===== config.mk =====
export PLATFORM = sky130hd
export DESIGN_NAME = mem_bus_ctrl
export DESIGN_NICKNAME = d
export VERILOG_FILES = /design/src/rtl/mem_pkg.sv /design/src/rtl/ram_sync.sv /design/src/rtl/mem_bus_ctrl.sv
export SDC_FILE = /design/constraint.sdc
export NUM_CORES = 2
export LEC_CHECK = 0
export CAP_MARGIN = 10
export CORE_MARGIN = 4
export CORE_UTILIZATION = 63
export DETAILED_ROUTE_END_ITERATION = 12
export PLACE_DENSITY = 0.77
export RECOVER_POWER = 100
export SLEW_MARGIN = 20
export SYNTH_ARGS = -nofsm -noshare
export SYNTH_HDL_FRONTEND = slang
export SYNTH_SLANG_ARGS = --single-unit

===== constraint.sdc =====
create_clock -name clk -period 3.9 [get_ports clk]
set_input_delay 0.39 -clock clk [delete_from_list [all_inputs] [get_ports clk]]
set_output_delay 0.39 -clock clk [all_outputs]
set_load 0.05 [all_outputs]

===== src/rtl/mem_pkg.sv =====
// mem_pkg: shared definitions for the memory-bus controller.
//   - requester command encodings (2'b11 is illegal)
//   - controller FSM state type
//   - read-source select used to remember what a pending read returns
//   - default memory-map addresses for the LED and switch registers
package mem_pkg;

  localparam logic [1:0] CmdNone  = 2'b00;
  localparam logic [1:0] CmdRead  = 2'b01;
  localparam logic [1:0] CmdWrite = 2'b10;
  localparam logic [1:0] CmdIll   = 2'b11;

  localparam logic [8:0] DefLedAddr = 9'h100;
  localparam logic [8:0] DefSwAddr  = 9'h140;

  typedef enum logic [1:0] {
    StIdle,
    StRdWait,
    StAck
  } state_e;

  typedef enum logic [1:0] {
    SelRam,
    SelSw,
    SelZero
  } rd_sel_e;

endpackage


===== src/rtl/ram_sync.sv =====
// ram_sync: single-port synchronous RAM, Words x 16, registered read.
// Ports:
//   clk    - clock
//   we     - write enable; wdata is stored at addr on the rising edge
//   addr   - word address
//   wdata  - write data
//   rdata  - data at addr as of the previous rising edge (read-before-write)
// Contents are deliberately not reset.
module ram_sync #(
  parameter int unsigned Words = 256,
  parameter int unsigned AddrW = 8
) (
  input  logic             clk,
  input  logic             we,
  input  logic [AddrW-1:0] addr,
  input  logic [15:0]      wdata,
  output logic [15:0]      rdata
);

  logic [15:0] mem_q [Words];

  always_ff @(posedge clk) begin
    if (we) begin
      mem_q[addr] <= wdata;
    end
    rdata <= mem_q[addr];
  end

endmodule


===== src/rtl/mem_bus_ctrl.sv =====
// mem_bus_ctrl: memory-mapped bus controller with RAM, an LED register and
// a switch input port.
// Ports:
//   clk         - clock, all state changes on its rising edge
//   reset       - asynchronous active-low reset
//   mem_cmd     - NONE/READ/WRITE request (11 is illegal and flags err)
//   mem_addr    - word address; held stable by the requester until mem_ready
//   write_data  - store data for WRITE
//   sw          - switch inputs, readable at SW_ADDR
//   read_data   - registered load data, only updated by a read completion
//   mem_ready   - one-cycle completion strobe (high exactly in ACK)
//   led         - registered LED outputs, written at LED_ADDR
//   err         - sticky error flag, cleared only by reset
//   txn_count   - completed-transaction counter, wraps at 16 bits
// Writes complete one cycle after the command, reads two cycles after.
module mem_bus_ctrl
  import mem_pkg::*;
#(
  parameter int unsigned RAM_WORDS = 256,
  parameter logic [8:0]  LED_ADDR  = DefLedAddr,
  parameter logic [8:0]  SW_ADDR   = DefSwAddr
) (
  input  logic        clk,
  input  logic        reset,
  input  logic [1:0]  mem_cmd,
  input  logic [8:0]  mem_addr,
  input  logic [15:0] write_data,
  input  logic [7:0]  sw,
  output logic [15:0] read_data,
  output logic        mem_ready,
  output logic [7:0]  led,
  output logic        err,
  output logic [15:0] txn_count
);

  state_e      state_q;
  rd_sel_e     rd_sel_q;
  logic [15:0] read_data_q;
  logic        mem_ready_q;
  logic [7:0]  led_q;
  logic        err_q;
  logic [15:0] txn_count_q;

  logic        is_ram;
  logic        is_led;
  logic        is_sw;
  logic        ram_we;
  logic [15:0] ram_rdata;

  // Address decode of the (stable) request address.
  always_comb begin
    is_ram = (mem_addr[8] == 1'b0) && ({23'd0, mem_addr} < RAM_WORDS);
    is_led = (mem_addr == LED_ADDR);
    is_sw  = (mem_addr == SW_ADDR);
  end

  // Gated by reset so a write pending in IDLE never lands while reset is held.
  assign ram_we = reset && (state_q == StIdle) && (mem_cmd == CmdWrite) && is_ram;

  ram_sync #(
    .Words (RAM_WORDS),
    .AddrW (8)
  ) u_ram (
    .clk   (clk),
    .we    (ram_we),
    .addr  (mem_addr[7:0]),
    .wdata (write_data),
    .rdata (ram_rdata)
  );

  always_ff @(posedge clk or negedge reset) begin
    if (!reset) begin
      state_q     <= StIdle;
      rd_sel_q    <= SelZero;
      read_data_q <= 16'h0000;
      mem_ready_q <= 1'b0;
      led_q       <= 8'h00;
      err_q       <= 1'b0;
      txn_count_q <= 16'h0000;
    end else begin
      mem_ready_q <= 1'b0;
      unique case (state_q)
        StIdle: begin
          case (mem_cmd)
            CmdRead: begin
              state_q <= StRdWait;
              if (is_ram) begin
                rd_sel_q <= SelRam;
              end else if (is_sw) begin
                rd_sel_q <= SelSw;
              end else begin
                // Unmapped or LED_ADDR: complete with zero data.
                rd_sel_q <= SelZero;
                err_q    <= 1'b1;
              end
            end
            CmdWrite: begin
              state_q     <= StAck;
              mem_ready_q <= 1'b1;
              txn_count_q <= txn_count_q + 16'd1;
              if (is_led) begin
                led_q <= write_data[7:0];
              end else if (!is_ram) begin
                // SW_ADDR or unmapped: drop the write.
                err_q <= 1'b1;
              end
            end
            CmdIll: begin
              err_q <= 1'b1;
            end
            default: begin
            end
          endcase
        end
        StRdWait: begin
          state_q     <= StAck;
          mem_ready_q <= 1'b1;
          txn_count_q <= txn_count_q + 16'd1;
          unique case (rd_sel_q)
            SelRam:  read_data_q <= ram_rdata;
            SelSw:   read_data_q <= {8'h00, sw};
            default: read_data_q <= 16'h0000;
          endcase
        end
        StAck: begin
          state_q <= StIdle;
        end
        default: begin
          state_q <= StIdle;
        end
      endcase
    end
  end

  assign read_data = read_data_q;
  assign mem_ready = mem_ready_q;
  assign led       = led_q;
  assign err       = err_q;
  assign txn_count = txn_count_q;

endmodule


==> metrics.md <==
| Metric | Value |
|---|---|
| Status | `complete, but fails checks` |
| Failing checks | `max-capacitance violations, max-slew violations` |
| Sequential fraction of the synthesis area | `0.7920` |
| Die Height | `507.5 µm` |
| Least-Margin Pin Slew | `3642 ps` |
| CTS tree | `done` |
| Placed insts | `10.53k` |
| CTS sink cnt | `4,158` |
| PortBufs | `78` |
| DRT iter0 DRCs | `15.11k` |
| Synthesis Warnings | `0` |
| Initial antenna violation count | `23` |
| Peak supply drop | `540.7 µV` |
| Post-synth top area cell | `edfxtp_1` |
| DR DRC count | `0` |
| Top cell type's share of synthesized area | `0.7826` |
| Setup Skew | `73.12 ps` |
| Clock-pin slew on the worst setup and hold paths | `60 ps` |
| Detailed-route via count | `81.91k` |
| Die X | `507.5 µm` |
| Grt total ovfl | `0` |
| Post-Syn Nets | `6,903` |
| Drt via density | `7.250` |
| CTS Buf Count | `407` |
| Layout cells sized above 1 | `0.2750` |
| Type of origin of the critical path | `input pin` |
| Hold Path Class | `input pin to register` |
| Post-synth EDFFs | `4,096` |
| RSZ-0062 raised after global routing | `no` |
| Pwr Density | `519.3 nW/µm²` |
| Cts repair resizes | `0` |
| Final hold vios | `0` |
| Slew HR | `-1.428` |
| Bufs on Longest Clock Path | `4` |
| Dpl ws | `-138.6 ps` |
| Final WL | `429,500 µm` |
| Crit end category | `register` |
| WP data required | `4690 ps` |
| Area of the multi-input gates | `30,910 µm²` |
| Final min period | `3619 ps` |
| Detailed placement HPWL | `245,700 µm` |
| Number of fillers in the final layout | `13.26k` |
| Final worst slack | `281.5 ps` |
| CP max FO | `30` |
| Crit path arrival time | `4410 ps` |
| GRT Overall Usage | `0.3361` |
| Layout Nets | `7,668` |
| Non-filler cells, final | `11.30k` |
| H-tree Lvls | `5` |
| Max Freq | `276.4 MHz` |
| Top cells by area, synth | `edfxtp_1 (78%), mux4_2 (15%), a22oi_1 (2.4%)` |
| Synth Cell Area | `157,200 µm²` |
| Setup violations, final | `0` |
| Die footprint | `257,500 µm²` |
| Area grow syn2layout | `13.97%` |
| Hold buffer count at cts | `16` |
| Overall Power | `93.01 mW` |
| Row count | `183` |
| ANT nets after route | `0` |
| Crit Path Class | `input pin to register` |
| Gpl congestion | `0.9064` |
| Ports | `79` |
| LEAKAGE | `56.02 nW` |
| Vias in the first global route | `81.32k` |
| Initial core utilization | `0.6326` |
| CORE AREA | `248,400 µm²` |
| Avg Cell Area, Syn | `22.89 µm²` |
| First-pass GRT wire length | `609,600 µm` |
| Period utilization | `0.9278` |
| Async SR Flop Fraction | `0.01106` |
| Post-synth cell types | `42` |
| Syn Inst Count | `6,865` |
| Synth Flop Type | `edfxtp_1` |
| Wire per inst | `38.02 µm` |
| Final Max Slew Viols | `1,457` |
| Largest net degree at the start of global routing | `113` |
| Max Cap Viol | `19` |
| FF+latch area | `124,500 µm²` |
| Clock latency at the later pin of the worst-skew pair | `1020 ps` |
| Pre-antenna DRT Iters | `8` |
| Synth Register Bits | `4,158` |
| CTS Root Cell | `clkbuf_16` |
| Post-CTS setup buffer count | `0` |
power breakdown:
| group | total, mW | internal (mW) | switching [mW] |
|---|---|---|---|
| sequential | 49.4 | 49.2 | 0.199 |
| clock | 38.8 | 22.4 | 16.3 |
| combinational | 4.84 | 1.64 | 3.20 |
per-layer routing:
layer  track usage  routed length, µm  vias up
met5             0                 73        -
met4        0.1750              26800       10
met3       0.08546              56580     1178
met2        0.5085             202800     7356
met1        0.4634             143300    42330
li1              -                  -    31030
stage by stage:
stage	utilization	setup TNS (ps)	area, µm²	hold slack [ps]
after detailed placement	0.6721	-277.7	167000	446.5
after global routing	0.7209	0	179100	303.3
final	0.7210	0	179100	319.5
after CTS	0.7250	0	180100	36.63
after floorplan	-	0	157200	94.41
after global placement	0.6721	-433.7	167000	447.8
critical path, stage by stage:
cell and delay [ps]:
buf_16 300, clkbuf_2 740, buf_4 490, mux4_2 670, a22oi_1 230, a21oi_1 210, o41ai_1 990, buf_4 260
nand4_1 90
synth_stat cells, types with 7 or more instances:
master and number:
edfxtp_1 4096, mux4_2 1024, a22oi_1 512, nor2_1 263, a21oi_1 258, clkbuf_1 258
buf_2 68, o41ai_1 64, nand2_1 48, dfrtp_1 45, buf_1 44, buf_4 27
buf_6 19, nand4_1 18, dfxtp_1 16, nand3_1 13, o21ai_0 10, xnor2_1 10
a22o_1 8, mux2_2 8, mux2i_1 8, nor2b_1 7
final timing paths:
kind / slack, ps / startpoint / to / cells after the start
min in group asynchronous: 440 / reset / txn_count[2] / 3
max in group asynchronous: 2420 / reset / read_data[2] / 4
setup / recovery: 280 / mem_addr[0] / u_ram.rdata[11] / 9
hold reg to reg: 460 / u_ram.rdata[15] / read_data[15] / 1
hold / removal: 320 / sw[6] / read_data[6] / 3
setup reg to reg: 350 / state_q[0] / u_ram.mem_q[20][0] / 8
layout make-up:
type,instances,share of cell area
Sequential cell,4158,0.6949
Multi-Input combinational cell,2286,0.1726
Clock buffer,487,0.05924
Timing Repair Buffer,772,0.03643
Tap cell,3330,0.02326
Clock inverter,238,0.01321
Antenna cell,21,0.0002934
Inverter,5,0.0001048
registers in the layout, summed over array words and instances (netlist names):
register     cells
u_ram.mem_q   4096
read_data       16
txn_count       16
led              8
rd_sel_q         2
state_q          2
u_ram.rdata     16
err              1
mem_ready        1
kinds of logic after synthesis:
logic type / share of synthesized area
AOI/OAI and AO/OA: 0.03716
xor gates and xnor gates: 0.0008359
adders and majority gates: 0.00007960
buffers and inverters: 0.01215
DFF: 0.7920
muxes: 0.1478
and+or+nand+nor: 0.009959
layout by cell type (no fill, tap or decap), types with 6 or more instances in the layout:
master              n
o41ai_1            55
nor3_1              6
nand2_2             7
nand4_1            18
clkinv_1           95
o41ai_2             9
clkbuf_16         411
clkbuf_4            8
clkinv_2           67
dfrtp_1            45
o21ai_0            10
clkinvlp_4         14
clkbuf_1          200
a21oi_1           258
nor2_1            261
dfxtp_1            16
a22o_1              8
mux2_2              8
inv_6               8
dlygate4sd3_1      58
diode_2            21
nand2_1            41
xnor2_1            10
bufinv_16          47
nand3_1            13
a22oi_1           512
clkdlybuf4s50_1    17
mux2i_1             8
edfxtp_1         4096
mux4_2           1024
buf_12            100
clkbuf_2          111
buf_4             345
Power figures use the tool's default switching activity.
